$ cat src/rtl/serial_chunk_adder.sv
// Multi-cycle ripple adder: A = x + y + cin, CHUNK bits per clock, start/done handshake.
// Optional registered reduction flags of A are built when REDUCE_FLAGS_EN is defined.
module serial_chunk_adder #(
    parameter int WIDTH = 16,
    parameter int CHUNK = 4
) (
    input  logic             clk,
    input  logic             rst,
    input  logic             start,
    input  logic [WIDTH-1:0] x,
    input  logic [WIDTH-1:0] y,
    input  logic             cin,
    output logic             busy,
    output logic             done,
    output logic [WIDTH-1:0] A,
    output logic             cout,
    output logic             all_ones,
    output logic             any_one,
    output logic             is_zero,
    output logic             not_all
);

    localparam int NCH = WIDTH / CHUNK;
    localparam int KW  = (NCH > 1) ? $clog2(NCH) : 1;

    localparam logic [1:0] S_IDLE = 2'd0;
    localparam logic [1:0] S_RUN  = 2'd1;
    localparam logic [1:0] S_DONE = 2'd2;

    logic [1:0]             state;
    logic [WIDTH-1:0]       xs;
    logic [WIDTH-1:0]       ys;
    logic [WIDTH-1:0]       ps;
    logic                   c;
    logic [KW-1:0]          k;
    logic [CHUNK:0]         chunk_sum;
    logic [WIDTH+CHUNK-1:0] ps_cat;
    logic [WIDTH-1:0]       ps_next;
    logic                   last;

    // Operands shift right so the active chunk is always the low slice; the
    // partial sum fills in from the top, landing fully aligned after NCH steps.
    always_comb begin
        chunk_sum = {1'b0, xs[CHUNK-1:0]} + {1'b0, ys[CHUNK-1:0]} + {{CHUNK{1'b0}}, c};
        ps_cat    = {chunk_sum[CHUNK-1:0], ps};
        ps_next   = ps_cat[WIDTH+CHUNK-1:CHUNK];
        last      = (k == KW'(NCH - 1));
    end

    assign busy = (state != S_IDLE);
    assign done = (state == S_DONE);

    always_ff @(posedge clk) begin
        if (rst) begin
            state <= S_IDLE;
            xs    <= '0;
            ys    <= '0;
            ps    <= '0;
            c     <= 1'b0;
            k     <= '0;
            A     <= '0;
            cout  <= 1'b0;
        end else begin
            case (state)
                S_IDLE: begin
                    if (start) begin
                        xs    <= x;
                        ys    <= y;
                        c     <= cin;
                        k     <= '0;
                        ps    <= '0;
                        state <= S_RUN;
                    end
                end
                S_RUN: begin
                    xs <= xs >> CHUNK;
                    ys <= ys >> CHUNK;
                    c  <= chunk_sum[CHUNK];
                    ps <= ps_next;
                    k  <= k + KW'(1);
                    if (last) begin
                        A     <= ps_next;
                        cout  <= chunk_sum[CHUNK];
                        state <= S_DONE;
                    end
                end
                S_DONE:  state <= S_IDLE;
                default: state <= S_IDLE;
            endcase
        end
    end

`ifdef REDUCE_FLAGS_EN
    always_ff @(posedge clk) begin
        if (rst) begin
            all_ones <= 1'b0;
            any_one  <= 1'b0;
            is_zero  <= 1'b1;
            not_all  <= 1'b1;
        end else if (state == S_RUN && last) begin
            all_ones <= &ps_next;
            any_one  <= |ps_next;
            is_zero  <= ~|ps_next;
            not_all  <= ~&ps_next;
        end
    end
`else
    assign all_ones = 1'b0;
    assign any_one  = 1'b0;
    assign is_zero  = 1'b0;
    assign not_all  = 1'b0;
`endif

endmodule
$ cat config.mk
export PLATFORM = sky130hd
export DESIGN_NAME = serial_chunk_adder
export DESIGN_NICKNAME = d
export VERILOG_FILES = /design/src/rtl/serial_chunk_adder.sv
export SDC_FILE = /design/constraint.sdc
export NUM_CORES = 1
export LEC_CHECK = 0
export BUFFER_PORTS_ARGS = -buffer_cell sky130_fd_sc_hd__buf_2
export CORE_UTILIZATION = 35
export CTS_CLUSTER_DIAMETER = 40
export DETAILED_ROUTE_END_ITERATION = 8
export HOLD_SLACK_MARGIN = 0.05
export PLACE_DENSITY_LB_ADDON = 0.1
export SYNTH_ARGS = -nofsm -noshare
export SYNTH_HDL_FRONTEND = slang
export SYNTH_SLANG_ARGS = --single-unit
$ cat constraint.sdc
create_clock -name clk -period 4.8 [get_ports clk]
set_input_delay 0 -clock clk [delete_from_list [all_inputs] [get_ports clk]]
set_output_delay 0 -clock clk [all_outputs]
set_load 0.005 [all_outputs]
[Word level (Yosys, flattened, before mapping)]
Index checks and enable logic that the tools add are counted.
Widths: inputs -> output; s select.
Word-level totals
  input port bits: 36
  output and inout bits: 23
  word-level logic and storage cells: 35
  bits in latches: 0
  bits in registers: 70
  memory bits (read-only): 0
  memories: 0
  RAM bits: 0
Operators by class
  equal/unequal tests: 5
  reduce and logical (&&, ||, !) cells: 6
  $mul: 0
  $lt $le $gt $ge: 0
  shift operators: 0
  bitwise gates (word level): 0
  add/sub/neg operators: 3
  divide/modulo/power cells: 0
  mux-type cells: 13
Operators with widths (number)
  $pmux 16 s2: 3
  $mux 16: 3
  $pmux 2 s2: 2
  $mux 2: 3
  $reduce_and 2->1: 3
  $add 4x4->5: 1
  $add 5x1->5: 1
  $eq 2x2->1 const B: 2
  $ne 2x2->1 const B: 2
  $reduce_bool 2->1: 2
  $add 2x1->2 const B: 1
  $eq 2x1->1 const B: 1
  $logic_not 2->1: 1
  $pmux 1 s2: 1
  $mux 1: 1

[Longest topological paths before layout]
Gate-level depths: netlist of the first run.
  word-level depth: 3
  depth in mapped cells: 6
  gate-level depth less buffers: 5

[Worst setup path after synthesis of the first run]
OpenSTA, ideal clock, no wires.
  path type: reg-to-reg
  start: register c
  end: register cout
  period minus slack after synthesis: 1.746 ns
  data required time: 4.666 ns
  path buffers: 0
  arrival: 1.613 ns
  cell stages (with the launch flop): 6
  library setup time: 0.134 ns
  setup slack: 3.054 ns
  cell sequence: dfxtp_1 > fa_1 > fa_1 > a21o_1 > a21oi_1 > a211oi_1
Between the ends
  longest elaborated chain between the ends: 1
RTL lines
  start: declaration: line 34  | logic c;
  start signal: assignment: line 69  | c <= cin;
  start signal: assignment: line 78  | c <= chunk_sum[CHUNK];
  $add 5x1->5: line 44  | chunk_sum = {1'b0, xs[CHUNK-1:0]} + {1'b0, ys[CHUNK-1:0]} + {{CHUNK{1'b0}}, c};
  end signal: assignment: line 83  | cout <= chunk_sum[CHUNK];
  end: declaration: line 16  | output logic cout,
Every way passes these cells.
A chain may end at the register's enable or synchronous reset.

[Worst setup path in the final report of the first run]
  start: register state[0]
  end: register ps[15]
Between the ends
  longest elaborated chain between the ends: 3
  elaborated cells on any way between the ends: 6
  classes of those cells: eq/ne: 2; mux: 1; reduce/logical: 3
RTL lines
  start: declaration: line 30  | logic [1:0] state;
  start signal: assignment: line 55  | state <= S_IDLE;
  start signal: assignment: line 72  | state <= S_RUN;
  start signal: assignment: line 84  | state <= S_DONE;
  $eq 2x1->1 or $logic_not 2->1 (tied branches): line 64  | case (state)
  $reduce_bool 2->1 (no source line) or $ne 2x2->1 (tied branches)
  $reduce_and 2->1 (no source line)
  end signal: assignment: line 79  | ps <= ps_next;
  end: declaration: line 33  | logic [WIDTH-1:0] ps;
Parallel ways exist; a longest one is shown, timed or not.

==> results of run 1 <==
-- final cells by class --
type                       instances  area share
multi-input combinational        247       0.413
clock inverter                     7      0.0222
sequential                        66       0.378
timing repair buffer              68       0.115
tap                              102      0.0365
clock buffer                       9      0.0354
-- power by group through the flow --
stage | combinational [mW] | sequential [mW] | clock, mW
final | 0.148 | 0.590 | 0.473
after global routing | 0.168 | 0.594 | 0.516
after CTS | 0.150 | 0.591 | 0.491
after detailed placement | 0.142 | 0.603 | 0
after global placement | 0.141 | 0.603 | 0
after floorplan | 0.107 | 0.599 | 0
-- logic make-up after synthesis --
group,after synthesis,synth area share
mux,1,0.00343
other cells,1,0.00128
xor+xnor,1,0.00300
flops,66,0.452
buf+inv,32,0.0570
simple gates,167,0.306
fa+ha+maj,6,0.0308
compound gates,68,0.146
-- what timing repair did --
item,CTS,global route
hold buffers,10,0
gates resized for setup,0,0
endpoints found under the hold margin,10,0
-- cells in the mapped netlist --
| cell type | instances | area (um^2) |
|---|---|---|
| a2111o_1 | 1 | 11.3 |
| a2111oi_2 | 1 | 15.0 |
| a211oi_1 | 2 | 15.0 |
| a21o_1 | 1 | 7.51 |
| a21oi_1 | 40 | 200 |
| a22oi_1 | 20 | 150 |
| a311o_1 | 1 | 10.0 |
| and3b_1 | 1 | 8.76 |
| and4_1 | 1 | 8.76 |
| buf_1 | 4 | 15.0 |
| buf_2 | 7 | 35.0 |
| buf_4 | 10 | 75.1 |
| clkbuf_1 | 11 | 41.3 |
| conb_1 | 1 | 3.75 |
| dfxtp_1 | 66 | 1320 |
| fa_1 | 2 | 40.0 |
| ha_1 | 4 | 50.1 |
| mux2i_1 | 1 | 10.0 |
| nand2_1 | 29 | 109 |
| nand2b_1 | 21 | 131 |
| nand3_1 | 2 | 10.0 |
| nand3b_1 | 1 | 7.51 |
| nand3b_2 | 1 | 11.3 |
| nand4_1 | 1 | 6.26 |
| nor2_1 | 51 | 191 |
| nor2b_1 | 4 | 25.0 |
| nor3_1 | 25 | 125 |
| nor3b_1 | 1 | 7.51 |
| nor3b_2 | 1 | 12.5 |
| o21ba_2 | 1 | 10.0 |
| o21bai_1 | 1 | 7.51 |
| or2_2 | 1 | 6.26 |
| or2b_1 | 3 | 22.5 |
| or3b_1 | 22 | 193 |
| or3b_2 | 2 | 17.5 |
| xor2_1 | 1 | 8.76 |
-- state kept, by name (all words and copies together) (netlist names) --
| signal | flops |
|---|---|
| A | 16 |
| c | 1 |
| cout | 1 |
| k | 2 |
| ps | 12 |
| state | 2 |
| xs | 16 |
| ys | 16 |
-- final timing paths --
path	end	slack [ps]	start	depth (start not counted)
max	ps[15]	2690	state[0]	4
min	ys[9]	60	y[9]	4
max reg2reg	ps[15]	2690	state[0]	4
min reg2reg	A[13]	450	A[13]	2
-- stage by stage --
stage          area, um^2  utilization  cells
2_1_floorplan        2930            -    345
3_3_place_gp         3190        0.405    473
3_5_place_dp         3190        0.405    473
4_1_cts              3490        0.443    499
5_1_grt              3490        0.443    499
6_report             3490        0.443    499
-- per-layer routing --
metal,share of wire,up-vias,routed length (um),track usage
li1,-,1265,-,-
met5,0,-,0,0
met1,0.48,1102,3250,0.215
met3,0.044,6,293,0.0561
met4,0.010,0,67,0.0500
met2,0.46,54,3100,0.278
-- worst max-delay path, cell delays in order (launching register included) --
cell and delay [ps]:
dfxtp_1 310, buf_4 410, nor2b_1 910, and4_1 320, a311o_1 110
==> results.cfg, run 1 <==
[worst_setup_path]
critPathCaptureType = flip-flop
path_class = reg2reg
cp-start-kind = flip-flop
cp.required_ps = 5090
cp_max_fo = 57
crit_arrival_ps = 2400

[final_layout]
num-nets-final = 434
final_common_cell = dfxtp_1
seq_area_um2 = 1320
mostFrequentLayoutCells = 66 x dfxtp_1, 54 x buf_2, 51 x nor2_1
fill_cells = 853
drive_above_1_share = 0.204
antennaDiodeCount = 0
multiInputGateArea_um2 = 1440
syn_to_final_growth_pct = 19.7

[sta]
worst_slew_pin_slew_ps = 1070
period_needed_ps = 2110
finalHoldViolCount = 0
period_share = 0.440
clock.fmax_mhz = 473
finClkSkew_ps = 9.62
finalSetupViolCount = 0
rsz0062_at_grt = false
final_max_slew_viol_count = 0
final.setup.worst_slack_ps = 2690
slew_headroom = 0.283
setup_tns_ps = 0
worst_hold_slack_ps = 64.3

[power_and_ir_drop]
p_sw_frac = 0.268
p_per_area_nw_per_um2 = 346
p_int_mw = 0.886
clkPwrFrac = 0.391
power.total_mw = 1.21
p_leak_nw = 1.46
irDropWorstVdd_v = 0.000149
comb_power_share = 0.122
netSwitchingPower_mw = 0.325
p_seq_frac = 0.488

[die]
dieArea_um2 = 8710
rows = 32
die_h_um = 93.3
die_x_um = 93.3
ioPinCount = 59
floorplan.initialDensity = 0.370
core_area_um2 = 7890

[grt]
grt_pass1_wl_um = 11500
grt_usage = 0.171
grt-ovfl-total = 0
grt_pass1_vias = 2365
antenna_found_initial = 0
grt_max_degree = 70

[cts]
clock_path_buffers = 2
clk_pin_slew_ps = 80
cts_setup_buffers = 0
htreeDepth = 3
cts_tree = built
cts_buffers = 9
root_buffer = clkbuf_8
clock-sinks = 66
clk_latency_ps = 340

[synth]
ys_ff_latch = 66
avgSynthCellArea_um2 = 8.54
ys_seq_area_frac = 0.452
netlist_area_um2 = 2920
synth_cell_types = 36
yosys_warnings = 0
syn_inst = 342

[flow_run]
cap_violations = 0

[detailed_routing]
ant_nets = 0
vias = 2427
wl_per_cell_um = 13.4
detail_route.drc_violations = 0
drtIter0Drc = 112
drt-total-wl_um = 6700
dr.pass1.iters = 4
vias_per_cell = 4.86

[outcome]
status = complete, no violations

[place]
gp_congestion = 0.715
port_buffers = 54
post-dp-hpwl_um = 4160
pre_cts_slack_ps = 2650

[min_path]
holdCritPathClass = in2reg
No activity file was read; power rests on OpenSTA's default activity.
==> run 2: changes to the inputs <==
- ABC_AREA: not set -> 1
- clock period: 4.8 -> 1.9 ns (I/O delays scaled with it)
==> run 2 against run 1 <==
Sequential power increased to 2.5 times the previous value. Utilization is 4.3 points higher. Register-to-register slack got worse by 2500 ps. Count of clock-buffer cells in the layout grew 2. Maximum frequency increased by 26%. Cell count up 4.4%. Non-clock buffer count grew 34. Flip-flop and latch count unchanged. Setup slack got worse by 2500 ps. Synthesized cell count decreased by 4.4%. Die area down 10%.
==> results.cfg, run 2 <==
[synth]
synth_cell_types = 22
ys_ff_latch = 66
yosys.cell_count.top_type = nand2_1
synth_flop_cell = dfxtp_1
synth_area_leaders = dfxtp_1 51%, nand2_1 9.6%, a21oi_1 9.4%
syn_inst = 327
async_flop_share = 0
synth_edf_count = 0
netlist_area_um2 = 2610
ys_seq_area_frac = 0.506
avgSynthCellArea_um2 = 7.99
synth_common_cells = 67 x nand2_1, 66 x dfxtp_1, 49 x a21oi_1, 24 x o21ai_0, 24 x o22ai_1
synth_top_area_cell = dfxtp_1
synth_top_area_share = 0.506
yosys_warnings = 0

[sta]
final_max_slew_viol_count = 0
finClkSkew_ps = 8.13
rsz0062_at_grt = false
slew_headroom = 0.544
setup_tns_ps = 0
finalSetupViolCount = 0
worst_slew_pin_slew_ps = 683
clock.fmax_mhz = 596
finalHoldViolCount = 0
period_needed_ps = 1680
period_share = 0.883

[final_layout]
final_util = 0.486
biggestRegsByFlops = A (16), xs (16), ys (16)
fill_cells = 757
syn_to_final_growth_pct = 34.8
final_cell_area_um2 = 3520
drive_above_1_share = 0.197
final_common_cell = nand2_1
antennaDiodeCount = 0
fin_cells = 521
mostFrequentLayoutCells = 67 x nand2_1, 66 x dfxtp_1, 54 x buf_2
num-nets-final = 459

[cts]
clock-sinks = 66
root_buffer = clkbuf_8
clock_path_buffers = 2
clk_latency_ps = 340
cts_tree = built
cts_buffers = 9
clk_pin_slew_ps = 70
cts_setup_buffers = 0
htreeDepth = 3

[place]
placed_area_um2 = 2940
port_buffers = 54
dp_cells = 464
post-dp-hpwl_um = 4130
gp_congestion = 0.768

[grt]
antenna_found_initial = 0
grt-ovfl-total = 0
grt_pass1_wl_um = 10900
grt_max_degree = 51
grt_usage = 0.184
grt_pass1_vias = 2420

[worst_setup_path]
critPathCaptureType = flip-flop
rr_worst_depth = 4
slowest_stage = dlygate4sd3_1
cp.required_ps = 2180
crit_arrival_ps = 1950
worstPathCellList = nor2_2, nand3_1, dlygate4sd3_1, a21oi_1
cp-start-kind = flip-flop
path_class = reg2reg
cpPeakStageDelay_ps = 590
cp_max_fo = 9

[power_and_ir_drop]
irDropWorstVdd_v = 0.000483
p_per_area_nw_per_um2 = 830
power.total_mw = 2.93
p_leak_nw = 1.54

[detailed_routing]
wl_per_cell_um = 12.6
ant_nets = 0
detail_route.drc_violations = 0
dr.pass1.iters = 4
vias = 2476
vias_per_cell = 4.75
drtIter0Drc = 73
drt-total-wl_um = 6580

[die]
dieArea_um2 = 7820
die_h_um = 88.4
rows = 31
die_x_um = 88.4
core_area_um2 = 7250
ioPinCount = 59
floorplan.initialDensity = 0.360

[flow_run]
cap_violations = 0

[min_path]
hold_depth = 6
holdCritPathClass = in2reg

[outcome]
status = complete, no violations
run 2: cell count changes after synthesis, moves of 4 or more:
cell      before  now
a21oi_1       40   49
a22oi_1       20    0
inv_1          0   10
nand2_1       29   67
nand2b_1      21    0
nand3_1        2   23
nor2_1        51   15
nor2b_1        4    0
nor3_1        25    2
o21ai_0        0   24
o21ai_1        0    7
o22ai_1        0   24
or3b_1        22    0
run 2: per-stage QoR:
step	setup WS, ps	hold slack (ps)
final	223	114
after global routing	36.1	127
after CTS	76.6	105
after detailed placement	221	281
after global placement	226	276
after floorplan	294	69.1
run 2: worst max-delay path, delay by kind of cell (launching register included):
family | cells | cell delay (ps)
AOI/OAI and AO/OA | 1 | 140
buffers and inverters | 1 | 590
DFF | 1 | 380
and+or+nand+nor | 2 | 490
run 2: where the power goes:
part | total [mW] | switching [mW] | internal (mW) | leakage [nW]
Sequential | 1.50 | 0.0449 | 1.46 | 0.541
Clock | 1.03 | 0.532 | 0.502 | 0.0851
Combinational | 0.390 | 0.204 | 0.186 | 0.919
Total | 2.93 | 0.782 | 2.14 | 1.54
run 2: final timing paths:
kind                            startpoint     end  slack [ps]
worst max-delay path              state[1]  ys[13]         220
worst min-delay path                   rst    cout         110
worst min register to register        k[0]    k[0]         460
worst max register to register    state[1]  ys[13]         220
run 2: cell type report:
cell class | instances | area [um^2] | area share
Clock buffer | 11 | 141 | 0.0401
Clock inverter | 5 | 30.0 | 0.00852
Inverter | 13 | 48.8 | 0.0138
Multi-Input combinational cell | 225 | 1130 | 0.319
Sequential cell | 66 | 1320 | 0.375
Tap cell | 99 | 124 | 0.0351
Timing Repair Buffer | 102 | 733 | 0.208
run 2: logic make-up after synthesis:
logic type	share of synthesized area
compound gates	0.214
xor+xnor	0.00335
fa+ha+maj	0.0345
buf+inv	0.0689
flops	0.506
other cells	0.00143
simple gates	0.172
run 2: repair_timing:
item / 4_1_cts / 5_1_grt
hold endpoints to repair: 33 / 0
gates resized for setup: 0 / 1
hold buffers: 41 / 0
setup endpoints to repair: 0 / 8
run 2: layer usage:
metal / wire (um) / global-route usage / vias to the layer above
li1: - / - / 1288
met1: 3090 / 0.217 / 1118
met2: 3090 / 0.314 / 60
met3: 298 / 0.0625 / 10
met4: 92 / 0.0616 / 0
met5: 0 / 0 / -
==> run 3: changes to the inputs <==
- MAX_ROUTING_LAYER: not set -> met4
==> run 3 against run 2 <==
Setup slack improved by 1.2 ps. Die area is the same. Via count is 0.12% higher. Sequential share of layout area unchanged. Global-route usage up 0.64 points. Hold slack is essentially flat. Utilization is the same. Flip-flop and latch count stayed put. Maximum frequency is essentially flat. Clock skew about the same. Register-to-register slack is essentially flat. Critical path type unchanged. Largest cell class unchanged.
==> results.cfg, run 3 (synthesis gave the netlist of run 2 again) <==
[power_and_ir_drop]
irDropWorstVdd_v = 0.000483
p_per_area_nw_per_um2 = 830
p_int_mw = 2.14
comb_power_share = 0.133
clkPwrFrac = 0.353
p_seq_frac = 0.513
netSwitchingPower_mw = 0.782
p_sw_frac = 0.267
p_leak_nw = 1.54

[cts]
cts_buffers = 9
cts_setup_buffers = 0
clk_pin_slew_ps = 70
root_buffer = clkbuf_8
htreeDepth = 3
cts_tree = built
clock-sinks = 66
clock_path_buffers = 2
clk_latency_ps = 340

[sta]
slew_headroom = 0.540
period_share = 0.882
final_max_slew_viol_count = 0
final.setup.worst_slack_ps = 224
period_needed_ps = 1680
rsz0062_at_grt = false
worst_hold_slack_ps = 114
finalSetupViolCount = 0
finalHoldViolCount = 0
setup_tns_ps = 0
clock.fmax_mhz = 597
worst_slew_pin_slew_ps = 688
finClkSkew_ps = 8.52

[place]
gp_congestion = 0.779
pre_cts_slack_ps = 221
post-dp-hpwl_um = 4130
dp_cells = 464
port_buffers = 54

[worst_setup_path]
critPathCaptureType = flip-flop
r2r-end = cout
cpPeakStageDelay_ps = 480
slowest_stage = fa_1
crit_end = cout
r2r-start = c
crit_arrival_ps = 1910
worstPathCellList = fa_1, fa_1, nand3_1, nand2_1, o21ai_0, inv_1
rr_worst_depth = 6
cp.required_ps = 2140
cp-start-kind = flip-flop
critPathLaunch = c
path_class = reg2reg
reg2reg_setup_slack_ps = 220
path_common_cell = fa_1
cp_max_fo = 3

[die]
ioPinCount = 59
die_x_um = 88.4
core_area_um2 = 7250
floorplan.initialDensity = 0.360
rows = 31
dieArea_um2 = 7820
die_h_um = 88.4

[grt]
grt_pass1_vias = 2412
grt_max_degree = 51
grt-ovfl-total = 0
antenna_found_initial = 0
grt_pass1_wl_um = 10900
grt_usage = 0.191

[detailed_routing]
drtIter0Drc = 66
dr.pass1.iters = 4
ant_nets = 0
wl_per_cell_um = 12.6
vias_per_cell = 4.76
drt-total-wl_um = 6580
detail_route.drc_violations = 0
vias = 2479

[min_path]
holdCritPathClass = in2reg

[final_layout]
fill_cells = 757
final_common_cell = nand2_1
mostFrequentLayoutCells = 67 x nand2_1, 66 x dfxtp_1, 54 x buf_2
syn_to_final_growth_pct = 34.8
fin_cells = 521
num-nets-final = 459
antennaDiodeCount = 0
drive_above_1_share = 0.197
biggestRegsByFlops = A (16), xs (16), ys (16)

[outcome]
status = complete, no violations

[flow_run]
cap_violations = 0
## run 3: critical path, delay by kind of cell, from the launching register on
family          cells  cell delay, ps
fa+ha+maj           2             900
flops               1             330
simple gates        2             160
compound gates      1             140
buf+inv             1              50
## run 3: cell type report
cell class	count	area (um^2)	area share
Multi-Input combinational cell	225	1130	0.319
Inverter	13	48.8	0.0138
Timing Repair Buffer	102	733	0.208
Clock inverter	5	30.0	0.00852
Clock buffer	11	141	0.0401
Sequential cell	66	1320	0.375
Tap cell	99	124	0.0351
## run 3: worst min path at each step
stage,start,cells after the start,end
2_1_floorplan,rst,1,ys[12]
3_3_place_gp,x[12],3,xs[12]
3_5_place_dp,x[15],3,xs[15]
4_1_cts,rst,3,ps[15]
5_1_grt,rst,3,k[1]
6_report,rst,6,cout
## run 3: power by group through the flow
stage / combinational (mW) / clock, mW / sequential [mW]
detailed placement: 0.327 / 0 / 1.53
CTS: 0.392 / 1.07 / 1.50
global placement: 0.326 / 0 / 1.53
global route: 0.440 / 1.13 / 1.51
finish: 0.391 / 1.03 / 1.50
floorplan: 0.236 / 0 / 1.52
## run 3: metal layers
metal	vias to the layer above	global-route usage	routed length, um
met5	-	-	0
met4	0	0.0836	114
met3	11	0.0485	249
met2	60	0.314	3100
met1	1120	0.219	3110
li1	1288	-	-
## run 3: timing repair
action	in CTS	in global routing
resized for setup	0	1
hold endpoints to repair	33	0
hold buffers	41	0
setup endpoints to repair	0	8
## run 3: stage by stage
stage,power (mW),util,area [um^2]
after CTS,2.96,0.486,3520
after floorplan,1.76,-,2630
final,2.93,0.486,3520
after detailed placement,1.86,0.405,2940
after global placement,1.86,0.405,2940
after global routing,3.08,0.486,3520
